$ cat src/rtl/pipe_ctl_pkg.sv
// Shared definitions for the pipeline hazard/redirect controller.
// Optional feature macro: PIPE_CTL_IRQ_EN (adds interrupt entry state).
package pipe_ctl_pkg;

  localparam int SIZE_ADDR = 16;

  // Legal range of the flush window length, in cycles.
  localparam int FLUSH_LEN_MIN = 1;
  localparam int FLUSH_LEN_MAX = 7;

  localparam logic [SIZE_ADDR-1:0] IRQ_VEC_DEFAULT = 16'h0010;

`ifdef PIPE_CTL_IRQ_EN
  typedef enum logic [1:0] {
    S_RUN   = 2'd0,
    S_FLUSH = 2'd1,
    S_IRQ   = 2'd2
  } state_t;
`else
  typedef enum logic [1:0] {
    S_RUN   = 2'd0,
    S_FLUSH = 2'd1
  } state_t;
`endif

  // Counter value loaded on a redirect: the window length clamped to the
  // legal range, minus one because the load cycle itself is the first
  // cycle of the window.
  function automatic logic [2:0] flush_load(input int len);
    int l;
    l = (len < FLUSH_LEN_MIN) ? FLUSH_LEN_MIN :
        (len > FLUSH_LEN_MAX) ? FLUSH_LEN_MAX : len;
    return 3'(l - 1);
  endfunction

endpackage

$ cat src/rtl/pipe_ctl.sv
// Pipeline control: stalls on memory wait and load-use hazards, and
// redirects/flushes the front end on taken branches.
// Optional feature macro: PIPE_CTL_IRQ_EN (interrupt entry with ack pulse,
// redirect to IRQ_VEC, never taken mid translate sequence).
module pipe_ctl
  import pipe_ctl_pkg::*;
#(
  parameter int                   FLUSH_LEN = 2,
  parameter logic [SIZE_ADDR-1:0] IRQ_VEC   = IRQ_VEC_DEFAULT
) (
  input  logic                 iw_clk,
  input  logic                 iw_rst_n,
  input  logic                 iw_mem_wait,
  input  logic                 iw_ld_use,
  input  logic                 iw_br_taken,
  input  logic [SIZE_ADDR-1:0] iw_br_pc,
  input  logic                 iw_xt_busy,
`ifdef PIPE_CTL_IRQ_EN
  input  logic                 iw_irq_req,
  output logic                 ow_irq_ack,
`endif
  output logic                 ow_stall_if,
  output logic                 ow_stall_xt,
  output logic                 ow_stall_id,
  output logic                 ow_flush_if,
  output logic                 ow_flush_xt,
  output logic                 ow_flush_id,
  output logic                 ow_bubble_ex,
  output logic                 ow_redirect,
  output logic [SIZE_ADDR-1:0] ow_redirect_pc
);

  localparam logic [2:0] CNT_LOAD = flush_load(FLUSH_LEN);

  state_t     state;
  logic [2:0] cnt;
  logic       flush_q;
  logic       irq_take;
  logic       hazard;

`ifdef PIPE_CTL_IRQ_EN
  // A pending interrupt waits until the translate sequence is finished.
  assign irq_take = iw_irq_req & ~iw_xt_busy;
`else
  logic xt_busy_unused;
  assign xt_busy_unused = iw_xt_busy;
  assign irq_take       = 1'b0;
`endif

  // Load-use hazard only counts when nothing of higher priority claims the cycle.
  always_comb begin
    hazard = (state == S_RUN) & iw_ld_use & ~iw_br_taken & ~irq_take;
  end

  assign ow_stall_if  = iw_mem_wait | hazard;
  assign ow_stall_xt  = iw_mem_wait | hazard;
  assign ow_stall_id  = iw_mem_wait | hazard;
  assign ow_bubble_ex = ~iw_mem_wait & hazard;

  assign ow_flush_if = flush_q;
  assign ow_flush_xt = flush_q;
  assign ow_flush_id = flush_q;

  // Control FSM: redirect launch, flush window countdown, registered pulses.
  // NOTE: state and registered outputs use non-blocking assignments so every
  // reader in this edge sees the pre-edge values.
  always_ff @(posedge iw_clk or negedge iw_rst_n) begin
    if (!iw_rst_n) begin
      state          <= S_RUN;
      cnt            <= 3'd0;
      flush_q        <= 1'b0;
      ow_redirect    <= 1'b0;
      // NOTE: the target register is cleared too, so a reset never leaves a
      // stale PC visible on the port.
      ow_redirect_pc <= '0;
`ifdef PIPE_CTL_IRQ_EN
      ow_irq_ack     <= 1'b0;
`endif
    end else if (!iw_mem_wait) begin
      ow_redirect    <= 1'b0;
      ow_redirect_pc <= '0;
`ifdef PIPE_CTL_IRQ_EN
      ow_irq_ack     <= 1'b0;
`endif
      if (iw_br_taken) begin
        // Last branch wins, even inside a flush window or translate sequence.
        state          <= S_FLUSH;
        cnt            <= CNT_LOAD;
        flush_q        <= 1'b1;
        ow_redirect    <= 1'b1;
        ow_redirect_pc <= iw_br_pc;
      end else if (state == S_RUN && irq_take) begin
        cnt            <= CNT_LOAD;
        flush_q        <= 1'b1;
        ow_redirect    <= 1'b1;
        ow_redirect_pc <= IRQ_VEC;
`ifdef PIPE_CTL_IRQ_EN
        state          <= S_IRQ;
        ow_irq_ack     <= 1'b1;
`else
        state          <= S_FLUSH;
`endif
      end else if (state != S_RUN) begin
        if (cnt == 3'd0) begin
          state   <= S_RUN;
          flush_q <= 1'b0;
        end else begin
          state <= S_FLUSH;
          cnt   <= cnt - 3'd1;
        end
      end
    end
  end

endmodule

$ cat config.mk
export PLATFORM = sky130hd
export DESIGN_NAME = pipe_ctl
export DESIGN_NICKNAME = d
export VERILOG_FILES = /design/src/rtl/pipe_ctl_pkg.sv /design/src/rtl/pipe_ctl.sv
export SDC_FILE = /design/constraint.sdc
export NUM_CORES = 1
export LEC_CHECK = 0
export BUFFER_PORTS_ARGS = -buffer_cell sky130_fd_sc_hd__buf_2
export CORE_MARGIN = 3
export CORE_UTILIZATION = 48
export DETAILED_ROUTE_END_ITERATION = 8
export PLACE_DENSITY_LB_ADDON = 0.2
export SETUP_SLACK_MARGIN = 0.02
export SKIP_CTS_REPAIR_TIMING = 1
export SLEW_MARGIN = 5
export SYNTH_ARGS = -nofsm -noshare
export SYNTH_HDL_FRONTEND = slang
export SYNTH_SLANG_ARGS = --single-unit
$ cat constraint.sdc
create_clock -name iw_clk -period 3.9 [get_ports iw_clk]
set_input_delay 0.585 -clock iw_clk [delete_from_list [all_inputs] [get_ports iw_clk]]
set_output_delay 0.585 -clock iw_clk [all_outputs]
set_load 0.01 [all_outputs]
After elaboration in Yosys (flattened, before gate mapping)
Index checks and enable logic that the tools add are counted.
{ "word_totals": {"word_cells": 32, "reg_bits": 23, "output_inout_bits": 24} }
{ "classes": {"reduce_logical": 8, "n_bitwise": 6, "n_eq_ne": 1, "addsub": 1, "mux": 11} }
{ "ops": {"columns": ["op", "count"], "rows": [
  ["$mux 16", 1],
  ["$mux 3", 3],
  ["$reduce_and 3->1", 2],
  ["$reduce_bool 2->1", 3],
  ["$mux 1", 5],
  ["$mux 2", 2],
  ["$and 1x1->1", 3],
  ["$logic_not 3->1", 1],
  ["$sub 3x1->3 const B", 1],
  ["$logic_not 2->1", 1],
  ["$ne 2x2->1 const B", 1],
  ["$not 1->1", 2],
  ["$reduce_and 2->1", 1],
  ["$or 1x1->1", 1]
]} }

Longest topological paths before layout
{ "depth": {"ltp_word": 4, "ltp_mapped": 6, "ltp_nobuf": 6} }

Worst setup path after synthesis
OpenSTA, ideal clock, no wires.
{ "synth_path": {"path_kind": "in2out", "startpoint": "in iw_mem_wait", "endpoint": "out ow_stall_if", "arrival_time_ns": 1.091, "stages": 3, "slack_ns": 2.224, "cell_sequence": "buf_4 > nand2b_1 > buf_4"} }
{ "synth_between": {"elab_chain_len": 1} }
{ "synth_lines": {"columns": ["item", "line", "rtl"], "rows": [
  ["start: declaration", "pipe_ctl.sv:13", "input logic iw_mem_wait,"],
  ["$or 1x1->1", null, null],
  ["end: declaration", "pipe_ctl.sv:22", "output logic ow_stall_if,"]
]} }
No other way between the ends.

Final worst setup path
{ "layout_path": {"startpoint": "in iw_mem_wait", "endpoint": "out ow_stall_if"} }
{ "layout_between": {"elab_chain_len": 1} }
{ "layout_lines": {"columns": ["item", "line", "rtl"], "rows": [
  ["$or 1x1->1", "pipe_ctl.sv:55", "assign ow_stall_if = iw_mem_wait | hazard;"]
]} }
No other way between the ends.

==> summary.txt <==
Detailed routing
  • Total Routed Length: 1.98 mm
  • Iter 0 DRT Violations: 8
  • DR vias: around 820
  • Routed len/inst: approximately 12 um
  • Vias per cell: 4.85
  • Detailed-router iteration count before antenna repair: 4
  • Routed Antenna Nets: 0
  • DRC Markers: 0

STA
  • Fin. max-slew vios: 0
  • Part of the cycle the worst path needs: between 50% and 60%
  • Count of final hold-check violations: 0
  • Max Clock Skew: 0.307 ps
  • Upper clock frequency limit: slightly below 0.5 GHz
  • Final setup vio count: 0
  • RSZ-0062 raised after global routing: no
  • Setup_tns: 0 ps
  • Slew @ Worst Pin: between 600 and 700 ps
  • Min Tclk post-route: roughly 2000 ps
  • Slew HR: 59.3%

Final layout
  • Footprint of the multi-input gates: approximately 350 um^2
  • Cell Count, Final, Fillers Out: 168
  • Layout Nets: about 170
  • FF/Latch Area: 551 um^2
  • Most common cell after layout, fill and taps aside: buf_2
  • # fillers: about 180
  • N_diodes: 0
  • Layout area overhead: 22.3%
  • Fraction of layout cells with a size suffix above 1: 33.6%
  • Most frequent cells in the layout: buf_2 (44), nand2_1 (34), dfrtp_1 (22), o21ai_0 (16), inv_1 (4)

Global route
  • Largest net degree at the start of global routing: 43
  • GRT overflow: 0
  • Initial antenna violation count: 0
  • GRT Overall Usage: between 10% and 20%
  • Vias in the first global route: between 700 and 800
  • First-pass GRT wire length: approximately 3.3 mm

Run status
  • Run status: finished, final reports clean

Critical path
  • Crit path required time: 3310 ps
  • Crit start category: input port
  • Critical path class: in -> out
  • Worst EP arrival: about 1400 ps
  • Worst setup EP type: output port
  • Crit path max fanout: 42
  • R2R depth: 6

Floorplan
  • # rows: 15
  • Die Y: a little over 50 um
  • I/O Pins: 46
  • Die Wd: between 50 and 60 um
  • Die area: approximately 2600 um^2
  • Starting Density: a little over half
  • Placeable Area: between 1500 and 2000 um^2

Logic synthesis
  • Main combinational cell family by area after synthesis: simple AND/OR/NAND/NOR gates
  • Post-Syn Nets: between 100 and 150
  • Yosys top cell area share: a little under three fifths
  • Mux cell area share after synthesis: 0%
  • Seq/Total Area, Yosys: a little under three fifths
  • Simple-gate area share of the yosys netlist: approximately a fifth
  • Largest cells by area after synthesis: dfrtp_1 (56%), nand2_1 (13%), o21ai_0 (8.1%)
  • Cell Area, Synth: ~980 um^2
  • Synth cell types: 17
  • Synth Area in Compound Gates: a little over an eighth
  • #FFs+latches synth: 22
  • Xor/xnor cell area share of the yosys netlist: 0%
  • YS warnings: 0
  • Gate Count Post-Synth: 105
  • Syn_area_per_cell: 9.37 um^2
  • Post-synth top area cell: dfrtp_1
  • Adder-cell share of the synthesized area: under 10%

Place
  • PortBufs: 44
  • Placed insts: approximately 160
  • Routability Congestion: roughly 0.65
  • DPL Wire Length: 1.39 mm

Hold path
  • Worst hold path class: in -> async

Clock network
  • Clk buf depth: 2
  • Clk Latency, worst-skew pair: approximately 300 ps
  • Worst-path clk slew: around 110 ps
  • Clock root buffer master: clkbuf_4
  • CTS tree: yes
  • Num CTS Buffers: 3
  • CTS H-tree depth: 1
  • Clk sinks: 22

Power
  • Static Leak: ~0.64 nW
  • Power Density: 472 nW/um^2
  • Power, Total: about 0.57 mW
  • Worst vdd ir: around 0.26 mV

Run
  • Max_cap viols: 0
==> critical path, stage by stage <==
cell and delay, ps:
buf_2 490, nand2b_1 220, buf_2 150
==> layout make-up <==
cell class                      instances  area share (%)
Sequential cell                        22            45.8
Multi-Input combinational cell         69            29.0
Timing Repair Buffer                   44            18.3
Clock buffer                            4            3.02
Tap cell                               25            2.60
Inverter                                4            1.25
==> metal layers <==
metal  up-vias  global-route usage [%]  routed length, um
li1        415                       -                  -
met1       366                    19.8                842
met2        29                    28.5                971
met3         5                    4.08                131
met4         0                    8.30                 34
met5         -                       0                  0
==> through the flow <==
step	setup slack, ps	hold slack (ps)	utilization, %	area, um^2
after CTS	1880	233	66.0	1200
after detailed placement	1880	463	64.1	1170
after global routing	1790	236	66.0	1200
after floorplan	2220	289	-	983
after global placement	1920	459	64.1	1170
final	1870	224	66.0	1200
==> path summary, 6_finish.rpt <==
path | slack [ps] | end | startpoint
worst max-delay path | 1870 | ow_stall_if | iw_mem_wait
worst min-delay path | 220 | ow_redirect_pc[1] | iw_rst_n
worst max register to register | 2390 | cnt[2] | cnt[0]
worst min register to register | 490 | ow_redirect | ow_redirect
max in group asynchronous | 3350 | ow_redirect_pc[8] | iw_rst_n
min in group iw_clk | 490 | ow_redirect | ow_redirect
==> where the power goes <==
part           switching [mW]  internal, mW  total [mW]
clock                  0.0645        0.0570       0.121
combinational          0.0900        0.0710       0.161
sequential             0.0239         0.261       0.285
==> synthesized netlist by cell type <==
cell type / n
buf_2: 1
nor4b_1: 2
inv_1: 4
nand2_1: 34
buf_4: 8
dfrtp_1: 22
nand3b_1: 1
a21oi_1: 2
a22o_1: 3
o21ai_0: 16
ha_1: 2
nand2b_1: 3
nor2_1: 3
nor2b_1: 1
o41a_1: 1
clkbuf_1: 1
a22oi_1: 1
==> cells by family after synthesis <==
logic type	Yosys count
adder cells (fa/ha/maj)	2
buffers and inverters	14
flip-flops	22
AND/OR/NAND/NOR	44
AO/OA/AOI/OAI	23
==> state kept, by name, summed over array words and instances (netlist names) <==
register	flops
cnt	3
ow_flush_id	1
ow_redirect	1
ow_redirect_pc	16
state	1
(Power assumes the default switching activity.)
